**config.mk**
```make
export PLATFORM = sky130hd
export DESIGN_NAME = uart_receiver
export DESIGN_NICKNAME = d
export VERILOG_FILES = /design/src/rtl/uart_pkg.sv /design/src/rtl/uart_sync2.sv /design/src/rtl/uart_receiver.sv
export SDC_FILE = /design/constraint.sdc
export NUM_CORES = 1
export LEC_CHECK = 0
export CELL_PAD_IN_SITES_DETAIL_PLACEMENT = 0
export CELL_PAD_IN_SITES_GLOBAL_PLACEMENT = 1
export CORE_MARGIN = 2
export CORE_UTILIZATION = 42
export DETAILED_ROUTE_END_ITERATION = 7
export PLACE_DENSITY = 0.76
export SKIP_CTS_REPAIR_TIMING = 1
export SYNTH_ARGS = -nofsm -noshare
export SYNTH_HDL_FRONTEND = slang
export SYNTH_SLANG_ARGS = --single-unit
```
**constraint.sdc**
```tcl
create_clock -name clk -period 1.7 [get_ports clk]
set_clock_uncertainty 0.15 [all_clocks]
set_input_delay 0.255 -clock clk [delete_from_list [all_inputs] [get_ports clk]]
set_output_delay 0.255 -clock clk [all_outputs]
set_load 0.02 [all_outputs]
```
**src/rtl/uart_pkg.sv**
```systemverilog
// Shared UART definitions: parity modes, receiver states and a parity helper.
// Used by both the receive and transmit directions.
package uart_pkg;

    typedef enum logic [1:0] {
        PAR_NONE,
        PAR_EVEN,
        PAR_ODD
    } parity_e;

    typedef enum logic [2:0] {
        IDLE,
        START,
        DATA,
        PARITY,
        STOP,
        BREAK
    } rx_state_e;

    // Expected parity bit given the XOR-reduction of the data word.
    function automatic logic parity_bit(parity_e mode, logic dataXor);
        return (mode == PAR_ODD) ? ~dataXor : dataXor;
    endfunction

endpackage

```
**src/rtl/uart_sync2.sv**
```systemverilog
// Two-flop synchroniser for an asynchronous, idle-high serial line.
// Both stages reset to 1 so the line looks idle while in reset.
module uart_sync2 (
    input  logic clk,
    input  logic resetn,
    input  logic d,
    output logic q
);

    logic meta;

    always_ff @(posedge clk or negedge resetn) begin
        if (!resetn) begin
            meta <= 1'b1;
            q    <= 1'b1;
        end else begin
            meta <= d;
            q    <= meta;
        end
    end

endmodule

```
**src/rtl/uart_receiver.sv**
```systemverilog
// UART receiver: start bit, WIDTH data bits LSB first, optional parity, one stop bit.
// Samples mid-bit from a baud counter and flags parity and framing errors.
module uart_receiver #(
    parameter int CLK_FREQ  = 50_000_000,
    parameter int BAUD_RATE = 115200,
    parameter int WIDTH     = 8,
    parameter int PARITY    = 1
) (
    input  logic             clk,
    input  logic             resetn,
    input  logic             uartRx,
    output logic [WIDTH-1:0] rxData,
    output logic             rxValid,
    output logic             rxBusy,
    output logic             parityErr,
    output logic             frameErr
);

    import uart_pkg::*;

    localparam int BAUD_COUNT = CLK_FREQ / BAUD_RATE;
    localparam int HALF_COUNT = BAUD_COUNT / 2;
    localparam int CW = $clog2(BAUD_COUNT);
    localparam int IW = (WIDTH > 1) ? $clog2(WIDTH) : 1;

    localparam logic [CW-1:0] BAUD_LAST = CW'(BAUD_COUNT - 1);
    localparam logic [CW-1:0] HALF_LAST = CW'(HALF_COUNT - 1);
    localparam logic [IW-1:0] BIT_LAST  = IW'(WIDTH - 1);
    localparam parity_e       PMODE     = parity_e'(PARITY);

    localparam logic [2:0] S_IDLE   = 3'(IDLE);
    localparam logic [2:0] S_START  = 3'(START);
    localparam logic [2:0] S_DATA   = 3'(DATA);
    localparam logic [2:0] S_PARITY = 3'(uart_pkg::PARITY);
    localparam logic [2:0] S_STOP   = 3'(STOP);
    localparam logic [2:0] S_BREAK  = 3'(BREAK);

    logic             rxS;
    logic             rxS_d;
    logic [1:0]       warmup;
    logic [2:0]       state;
    logic [CW-1:0]    baudCnt;
    logic [IW-1:0]    bitIdx;
    logic [WIDTH-1:0] shiftReg;
    logic             rxPar;
    logic             baudTick;
    logic             halfTick;
    logic             fallEdge;

    uart_sync2 uSync (
        .clk    (clk),
        .resetn (resetn),
        .d      (uartRx),
        .q      (rxS)
    );

    assign baudTick = (baudCnt == BAUD_LAST);
    assign halfTick = (baudCnt == HALF_LAST);
    // Ignore edges until the synchroniser holds real line data, so a line
    // that is already low when reset releases never looks like a start bit.
    assign fallEdge = (warmup == 2'd3) && rxS_d && !rxS;
    assign rxBusy   = (state != S_IDLE);

    always_ff @(posedge clk or negedge resetn) begin
        if (!resetn) begin
            rxS_d     <= 1'b1;
            warmup    <= 2'd0;
            state     <= S_IDLE;
            baudCnt   <= '0;
            bitIdx    <= '0;
            shiftReg  <= '0;
            rxPar     <= 1'b0;
            rxData    <= '0;
            rxValid   <= 1'b0;
            parityErr <= 1'b0;
            frameErr  <= 1'b0;
        end else begin
            rxS_d   <= rxS;
            rxValid <= 1'b0;
            if (warmup != 2'd3)
                warmup <= warmup + 2'd1;
            case (state)
                S_IDLE: begin
                    baudCnt <= '0;
                    if (fallEdge)
                        state <= S_START;
                end
                S_START: begin
                    if (halfTick) begin
                        baudCnt <= '0;
                        bitIdx  <= '0;
                        state   <= rxS ? S_IDLE : S_DATA;
                    end else begin
                        baudCnt <= baudCnt + 1'b1;
                    end
                end
                S_DATA: begin
                    if (baudTick) begin
                        baudCnt  <= '0;
                        shiftReg <= {rxS, shiftReg[WIDTH-1:1]};
                        if (bitIdx == BIT_LAST)
                            state <= (PMODE == PAR_NONE) ? S_STOP : S_PARITY;
                        else
                            bitIdx <= bitIdx + 1'b1;
                    end else begin
                        baudCnt <= baudCnt + 1'b1;
                    end
                end
                S_PARITY: begin
                    if (baudTick) begin
                        baudCnt <= '0;
                        rxPar   <= rxS;
                        state   <= S_STOP;
                    end else begin
                        baudCnt <= baudCnt + 1'b1;
                    end
                end
                S_STOP: begin
                    if (baudTick) begin
                        baudCnt   <= '0;
                        rxData    <= shiftReg;
                        parityErr <= (PMODE != PAR_NONE)
                                   && (parity_bit(PMODE, ^shiftReg) != rxPar);
                        frameErr  <= ~rxS;
                        rxValid   <= 1'b1;
                        state     <= rxS ? S_IDLE : S_BREAK;
                    end else begin
                        baudCnt <= baudCnt + 1'b1;
                    end
                end
                S_BREAK: begin
                    baudCnt <= '0;
                    if (rxS)
                        state <= S_IDLE;
                end
                default: state <= S_IDLE;
            endcase
        end
    end

endmodule

```
==> impl_metrics.py <==
metrics = {
    "run_status": {
        "status": "finished, violations left",
        "violations": "negative setup slack",
    },
    "routing": {
        "drtIter0Drc": 72,
        "drc": 0,
        "vias_per_cell": 5.18,
        "first_pass_iters": 4,
        "routed-via-count": 1346,
        "ant_nets": 0,
        "routed_wl_um": 3820,
        "route.detailed.wl_per_inst_um": 14.7,
    },
    "logic_synthesis": {
        "synth_area_mm2": 0.00196,
        "synth_top_family_by_area": "multiplexers",
        "synth.mux.area_fraction": 0.127,
        "synth_area_leader_cell": "dfrtp_1",
        "synth-adder-area-share": 0.0383,
        "synth_compound_area_frac": 0.0951,
        "synth.net_count": 170,
        "ys_seq_area_frac": 0.513,
        "ys_warn_count": 0,
        "syn_inst": 161,
        "ys_ff_latch": 40,
        "avgSynthCellArea_um2": 12.2,
        "synth_area_leaders": "dfrtp_1, mux2_2, xnor2_1",
        "async_flop_share": 1.00,
        "yosys_most_used_dff": "dfrtp_1",
        "synth_xor_area_frac": 0.0651,
        "synth_top_area_frac": 0.473,
        "synthSimpleGateAreaFrac": 0.125,
        "synth-edff-count": 0,
        "synth_cell_type_count": 48,
    },
    "timing": {
        "slew_viol_final": 0,
        "hold_violations": 0,
        "clock.fmax_mhz": 553,
        "whs_ns": 0.209,
        "relSlewSlack": 0.664,
        "fin_crit_ns": 1.81,
        "setup_slack_ns": -0.109,
        "rsz0062_at_grt": "true",
        "min_period_over_period": 1.06,
        "worstMarginPinSlew_ns": 0.504,
        "setup_viol": 31,
    },
    "worst_setup_path": {
        "path_class": "reg2reg",
        "worst_ep_arrival_time_ns": 1.84,
        "setup.worst_path.end_class": "flop",
        "required_ns": 1.73,
        "r2r_cells": 4,
        "crit_fanout": 6,
        "start_kind": "flop",
    },
    "floorplanning": {
        "dieWidth_um": 72.3,
        "dieArea_mm2": 0.00523,
        "core_mm2": 0.00441,
        "num_rows": 24,
        "ioPinCount": 15,
        "start_util": 0.444,
        "fp.dieH_um": 72.3,
    },
    "final_layout": {
        "finalNetCount": 216,
        "drive_above_1_share": 0.356,
        "diodes": 0,
        "syn2layout_area_growth_pct": 27.2,
        "fillers": 387,
        "multi_input_comb_area_um2": 900,
        "regArea_mm2": 0.00100,
        "fin_util": 0.565,
    },
    "grt": {
        "grt_max_degree": 41,
        "grt_overflow": 0,
        "antenna_found_initial": 0,
        "track_usage": 0.162,
        "first_global_vias": 1374,
        "grt_pass1_wl_um": 6380,
    },
    "place": {
        "hpwl_um": 2800,
        "gp_congestion": 0.832,
        "io_buffers": 14,
        "pre_cts_slack_ns": -0.103,
    },
    "clock_tree": {
        "clk_pin_slew_ns": 0.08,
        "h-tree-depth": 2,
        "cts.path.max_buffers": 2,
        "cts_tree": "done",
        "cts-root-buf": "clkbuf_8",
        "cts.sinks": 40,
        "cts_buffers": 5,
        "clk_latency_ns": 0.29,
    },
    "job": {
        "maxCapViolations": 0,
    },
    "power_and_ir_drop": {
        "power.density_mw_per_mm2": 1090,
        "leakagePower_nw": 1.30,
        "peakVddDrop_uv": 809,
        "power_mw": 2.71,
    },
    "hold_path": {
        "hp-class": "reg2reg",
        "hold_depth": 0,
    },
}
cells by family (layout without fill, tap and decap cells):
| kind of cell | Yosys count | count (layout) |
|---|---|---|
| AOI/OAI and AO/OA | 25 | 25 |
| xor gates and xnor gates | 13 | 13 |
| adders and majority gates | 6 | 6 |
| buffers and inverters | 15 | 62 |
| DFF | 40 | 40 |
| muxes | 22 | 22 |
| and+or+nand+nor | 40 | 40 |
cell usage in the layout, fill, tap and decap left out, drive strengths merged, types with 2 or more instances in the layout:
master / n
clkdlybuf4s50: 6
clkbuf: 6
clkinvlp: 2
nand2: 11
xnor2: 11
mux2i: 2
dlymetal6s2s: 7
a21oi: 6
o2bb2ai: 2
a41o: 2
buf: 30
and2: 3
mux2: 20
nand3: 5
dfstp: 3
dfrtp: 37
inv: 10
nor3: 5
o21ai: 5
ha: 6
nor2: 3
worst max-delay path: stages (launching register included):
cell	delay (ns)
dfrtp_1	0.45
or3b_4	0.45
o2bb2ai_2	0.17
o211a_4	0.19
mux2_4	0.29
worst paths after layout:
path / start / to / slack (ns)
min: uSync.meta / uSync.q / 0.21
max: state[0] / bitIdx[0] / -0.11
max reg2reg: state[0] / bitIdx[0] / -0.11
min reg2reg: uSync.meta / uSync.q / 0.21
min in group asynchronous: resetn / bitIdx[0] / 0.39
max in group asynchronous: resetn / uSync.meta / 0.65
Yosys cell counts (3+ instances only):
cell     number
dfrtp_1      37
mux2_2       19
xnor2_1      11
inv_1        10
nand2_1      10
a21oi_1       6
ha_1          6
nand3_1       5
o21ai_0       5
nor3_1        4
buf_2         3
dfstp_2       3
nor2_1        3
report_power, final:
group	internal, mW	switching [mW]
sequential	1.02	0.0696
clock	0.328	0.336
combinational	0.526	0.427
metal layers:
layer	track usage	up-vias	part of all wire
met5	0	-	0
li1	-	661	-
met2	0.271	17	0.52
met4	0.0629	0	0.014
met1	0.197	662	0.44
met3	0.0472	6	0.029
area by class of cell:
| cell class | count | area share |
|---|---|---|
| Clock buffer | 6 | 0.0331 |
| Clock inverter | 2 | 0.00602 |
| Inverter | 10 | 0.0151 |
| Multi-Input combinational cell | 106 | 0.361 |
| Sequential cell | 40 | 0.403 |
| Tap cell | 52 | 0.0261 |
| Timing Repair Buffer | 44 | 0.156 |
per-stage QoR:
stage / area (um^2) / std cells / setup TNS (ns)
after floorplan: 1960 / 161 / -0.0629
after global placement: 2340 / 250 / -0.504
after CTS: 2440 / 258 / -1.92
after global routing: 2490 / 260 / -3.32
after detailed placement: 2340 / 250 / -1.25
final: 2490 / 260 / -0.776
flip-flops by register name (all words and copies together), names as in the netlist:
signal and flops:
warmup 2, rxData 8, shiftReg 8, parityErr 1
baudCnt 9, rxPar 1, frameErr 1, state 3
rxValid 1, uSync.meta 1, uSync.q 1, rxS_d 1
bitIdx 3
Note: power is estimated with default switching activity, not from simulation.
==> edit 1 (config.mk and constraints unchanged) <==
The parameter `PARITY` goes from 1 to 0.
--- a/src/rtl/uart_receiver.sv
+++ b/src/rtl/uart_receiver.sv
@@ -6,3 +6,3 @@
     parameter int WIDTH     = 8,
-    parameter int PARITY    = 1
+    parameter int PARITY    = 0
 ) (
Check against the original RTL: same outputs for any inputs over 10 cycles, from zero or initial values and one cycle with resetn low; that may be too few to reach the edited logic, so the function may still have changed.
==> edit 1 against the original RTL <==
The flow still finishes with violations (negative setup slack); largest power group unchanged; critical endpoint is now bitIdx[1]; total power up 3.6%; synthesized area down 6.8%; routed wire length up 11%; final area up 3.7%; sequential cell count down 2; utilization up 6.8 points; worst setup slack worse by 0.52 ns.
==> edit 1: results (changes against the original RTL) <==
- The final setup violation count was 31 (unchanged).
* Largest net degree at the start of global routing: 19 (was 41)
* Filler cell count: 334 (was 387)
- The critical-path maximum fanout is 3 (was 6).
- The post-synthesis cell count is 157 (was 161).
- Synth top area cells: sky130_fd_sc_hd__dfrtp_1 (48%), sky130_fd_sc_hd__mux2_2 (11%), sky130_fd_sc_hd__dfstp_2 (4.3%), sky130_fd_sc_hd__ha_1 (4.1%), sky130_fd_sc_hd__xnor2_1 (2.9%) (was sky130_fd_sc_hd__dfrtp_1 (47%), sky130_fd_sc_hd__mux2_2 (11%), sky130_fd_sc_hd__xnor2_1 (4.9%), sky130_fd_sc_hd__dfstp_2 (4.0%), sky130_fd_sc_hd__ha_1 (3.8%)).
* Count of buffers not belonging to the clock network in the layout: 52 (was 44)
* FF/Latch Area: 955 um2 (was 1000 um2)
- Routed wl met3: 114 um (was 112 um)
- Result of the run: finished with violations (unchanged).
* Detailed-routed wire length on met2: 2290 um (was 1970 um)
- The area share of buffers outside the clock network was 0.171 (was 0.156).
- The layout overhead on the synthesized area is 41.5% (was 27.2%).
- Clk pwr: 0.920 mW (was 0.664 mW)
* Via count of the first global-routing pass: 1468 (was 1374)
- Net switching power of the design: 0.820 mW (was 0.832 mW)
* Number of buffers added on ports: 13 (was 14)
- Aggregate routed wire length: 4260 um (was 3820 um)
- The proportion of layout cells with a drive suffix above 1 came to 0.452 (was 0.356).
- The leakage power total is 1.28 nW (was 1.30 nW).
- Total negative setup slack: -9.44 ns (was -0.776 ns)
- The number of distinct library cells after synthesis was 41 (was 48).
- The total instance count after detailed placement was 247 (was 250).
- P_comb: 0.856 mW (was 0.953 mW)
* Portion of the post-synthesis area used by sequential elements: 0.523 (was 0.513)
- The final-layout clock-cell area share came to 0.0532 (was 0.0392).
- The summed instance area of the synthesized netlist came to 1830 um2 (was 1960 um2).
- Multi-input logic area: 968 um2 (was 900 um2)
* Routed metal-1 wirelength: 1800 um (was 1680 um)
- The biggest cell delay along the critical path came to 0.51 ns (was 0.45 ns).
* GR Util met2: 0.305 (was 0.271)
* Total track usage: 0.179 (was 0.162)
- The worst slack at placement was -0.681 ns (was -0.103 ns).
- Number of nets at the end of the flow: 218 (was 216)
* Global-route wire length before repair: 6770 um (was 6380 um)
- Number of DRC markers after the initial detailed-route iteration: 37 (was 72)
- Number of nets produced by synthesis: 166 (was 170)
- Met3 track demand over resource: 0.0476 (was 0.0472)
- The total cell area at the placement stage was 2250 um2 (was 2340 um2).
* Final worst setup slack: -0.630 ns (was -0.109 ns)
- The global placement routability congestion is 0.818 (was 0.832).
* Failing checks: negative setup slack (unchanged)
- Met1 global-route usage: 0.219 (was 0.197)
* HPWL after detailed placement: 2910 um (was 2800 um)
* Slowest CP cell: sky130_fd_sc_hd__or4b_4 (was sky130_fd_sc_hd__dfrtp_1)
## edit 1: cell count changes in the layout (fill, tap and decap cells not counted), sizes merged, moves of 3 or more
cell and delta:
buf +9, inv -5, nor2 +4, nor3 -3, xnor2 -5
## edit 1: final timing paths
| check | from | to | slack (ns) | depth (start not counted) |
|---|---|---|---|---|
| hold reg to reg | uSync.meta | uSync.q | 0.22 | 0 |
| setup reg to reg | baudCnt[1] | bitIdx[1] | -0.63 | 6 |
| min in group asynchronous | resetn | state[2] | 0.26 | 2 |
| setup / recovery | baudCnt[1] | bitIdx[1] | -0.63 | 6 |
| max in group asynchronous | resetn | baudCnt[7] | 0.64 | 3 |
| hold / removal | uSync.meta | uSync.q | 0.22 | 0 |
## edit 1: logic make-up after synthesis
group / synth area share
multiplexers: 0.129
XOR/XNOR: 0.0288
buffers and inverters: 0.0288
flip-flops: 0.523
adder cells (fa/ha/maj): 0.0411
other: 0.00205
AND/OR/NAND/NOR: 0.163
AO/OA/AOI/OAI: 0.0842
==> edit 2 (config.mk and constraints unchanged) <==
Made on the original files. Register the input `uartRx` before use, cleared by the reset. The logic sees it one clock later.
--- a/src/rtl/uart_receiver.sv
+++ b/src/rtl/uart_receiver.sv
@@ -37,2 +37,12 @@
 
+    logic uartRx_q;
+
+    always_ff @(posedge clk or negedge resetn) begin
+        if (!resetn) begin
+            uartRx_q <= '0;
+        end else begin
+            uartRx_q <= uartRx;
+        end
+    end
+
     logic             rxS;
@@ -52,3 +62,3 @@
         .resetn (resetn),
-        .d      (uartRx),
+        .d      (uartRx_q),
         .q      (rxS)
Function: changed (Yosys sat finds a counterexample within 10 cycles, from zero or initial values and one cycle with resetn low).
==> edit 2 against the original RTL <==
The run still ends with negative setup slack left; non-clock buffer count grew 1; via count grew 0.52%; synthesized area grew 1.3%; fmax shrank 0.49%; sequential cell count grew 1; final area grew 3.6%; critical path depth grew 2; routed wire length grew 2.8%; worst hold slack lost 0.0021 ns; worst setup slack lost 0.0089 ns; total power grew 6.2%.
==> edit 2: results (changes against the original RTL) <==
- The cell area after layout came to 2580 um2 (was 2490 um2).
- Failing checks: negative setup slack (unchanged)
* Post-place setup slack: -0.112 ns (was -0.103 ns)
* Register fraction of the total cell area: 0.399 (was 0.403)
- Synth top area cells: sky130_fd_sc_hd__dfrtp_1 (48%), sky130_fd_sc_hd__mux2_2 (11%), sky130_fd_sc_hd__xnor2_1 (4.9%), sky130_fd_sc_hd__dfstp_2 (4.0%), sky130_fd_sc_hd__ha_1 (3.8%) (was sky130_fd_sc_hd__dfrtp_1 (47%), sky130_fd_sc_hd__mux2_2 (11%), sky130_fd_sc_hd__xnor2_1 (4.9%), sky130_fd_sc_hd__dfstp_2 (4.0%), sky130_fd_sc_hd__ha_1 (3.8%)).
* Relative area of non-clock buffer cells in the final design: 0.157 (was 0.156)
- Final worst setup slack: -0.118 ns (was -0.109 ns)
- Count of non-filler cells in the finished layout: 264 (was 260)
* Number of DRC markers after the initial detailed-route iteration: 54 (was 72)
* Row Count: 25 (was 24)
- Clock buf/inv share: 0.0446 (was 0.0392)
* Fraction of layout instances using a drive strength above 1: 0.376 (was 0.356)
- Cell family with the largest share of critical-path delay: simple AND/OR/NAND/NOR gates (was flip-flops)
- The total of fill cells in the finished design is 388 (was 387).
- The final hold slack is 0.207 ns (was 0.209 ns).
* Sequential cells: 41 (was 40)
* Result of the run: finished with violations (unchanged)
* Largest net degree at the start of global routing: 25 (was 41)
- The global-route wire length before repair came to 6520 um (was 6380 um).
- The sequential area share after synthesis was 0.519 (was 0.513).
- Top post-synthesis cells by count: sky130_fd_sc_hd__dfrtp_1 (38), sky130_fd_sc_hd__mux2_2 (19), sky130_fd_sc_hd__xnor2_1 (11), sky130_fd_sc_hd__inv_1 (10), sky130_fd_sc_hd__nand2_1 (10) (was sky130_fd_sc_hd__dfrtp_1 (37), sky130_fd_sc_hd__mux2_2 (19), sky130_fd_sc_hd__xnor2_1 (11), sky130_fd_sc_hd__inv_1 (10), sky130_fd_sc_hd__nand2_1 (10)).
* Data arrival time at the worst-slack endpoint: 1.86 ns (was 1.84 ns)
- The launch point of the worst hold path was uartRx_q (was uSync.meta).
- The global placement routability congestion was 0.839 (was 0.832).
- Routed via count: 1353 (was 1346)
- The clock transition at the register clock pins on the worst setup and hold paths after CTS was 0.08 ns (about the same).
- The total instance count after detailed placement came to 253 (was 250).
- Count of buffers not belonging to the clock network in the layout: 45 (was 44)
* Number of multi-input combinational cells: 106 (unchanged)
- Mean instance size in the synthesized netlist: 12.2 um2 (about the same)
* Number of nets produced by synthesis: 171 (was 170)
- Number of failing setup endpoints in the final timing report: 31 (unchanged)
- Aggregate routed wire length: 3930 um (was 3820 um)
- The final total negative setup slack was -1.91 ns (was -0.776 ns).
- Leakage dissipation: 1.39 nW (was 1.30 nW)
- Total track usage: 0.162 (about the same)
- R2R depth: 6 (was 4)
* Slew at the pin with the worst max-slew slack: 0.459 ns (was 0.504 ns)
- The worst vdd rail ir drop is 0.000642 V (was 0.000809 V).
- The biggest cell delay along the critical path came to 0.39 ns (was 0.45 ns).
* Multi-input logic area: 926 um2 (was 900 um2)
## edit 2: worst max-delay path by stage
| stage | from | endpoint | slack [ns] | depth (start not counted) |
|---|---|---|---|---|
| after floorplan | baudCnt[0] | bitIdx[0] | -0.04 | 5 |
| after global placement | baudCnt[1] | bitIdx[0] | -0.08 | 6 |
| after detailed placement | baudCnt[1] | bitIdx[1] | -0.11 | 7 |
| after CTS | state[1] | rxBusy | -0.36 | 2 |
| after global routing | baudCnt[1] | baudCnt[3] | -0.21 | 7 |
| final | baudCnt[1] | bitIdx[0] | -0.12 | 6 |
## edit 2: logic make-up after synthesis
group	after synthesis	synth area share
mux	22	0.125
fa+ha+maj	6	0.0378
xor+xnor	13	0.0643
compound gates	25	0.0940
simple gates	40	0.124
buf+inv	15	0.0359
flops	41	0.519
## edit 2: worst register-to-register path, cell delays in order (launching register included)
cell and delay (ns):
sky130_fd_sc_hd__dfrtp_1 0.39, sky130_fd_sc_hd__inv_2 0.10, sky130_fd_sc_hd__ha_2 0.16, sky130_fd_sc_hd__and4bb_1 0.24
sky130_fd_sc_hd__and2_4 0.20, sky130_fd_sc_hd__o211a_4 0.18, sky130_fd_sc_hd__mux2_4 0.29
## edit 2: power groups by stage
stage | Sequential, mW | Clock, mW | Combinational [mW]
floorplan | 1.11 | 0 | 0.533
global placement | 1.12 | 0 | 0.842
detailed placement | 1.12 | 0 | 0.872
CTS | 1.11 | 0.819 | 0.878
global route | 1.12 | 0.864 | 1.06
finish | 1.11 | 0.796 | 0.970
## edit 2: layer usage
metal,GRT usage,part of all wire,up-vias,wire length (um)
met5,0,0,-,0
met4,0.0494,0.0064,0,25
met3,0.0497,0.038,4,150
met2,0.274,0.52,28,2040
met1,0.200,0.44,652,1710
li1,-,-,669,-
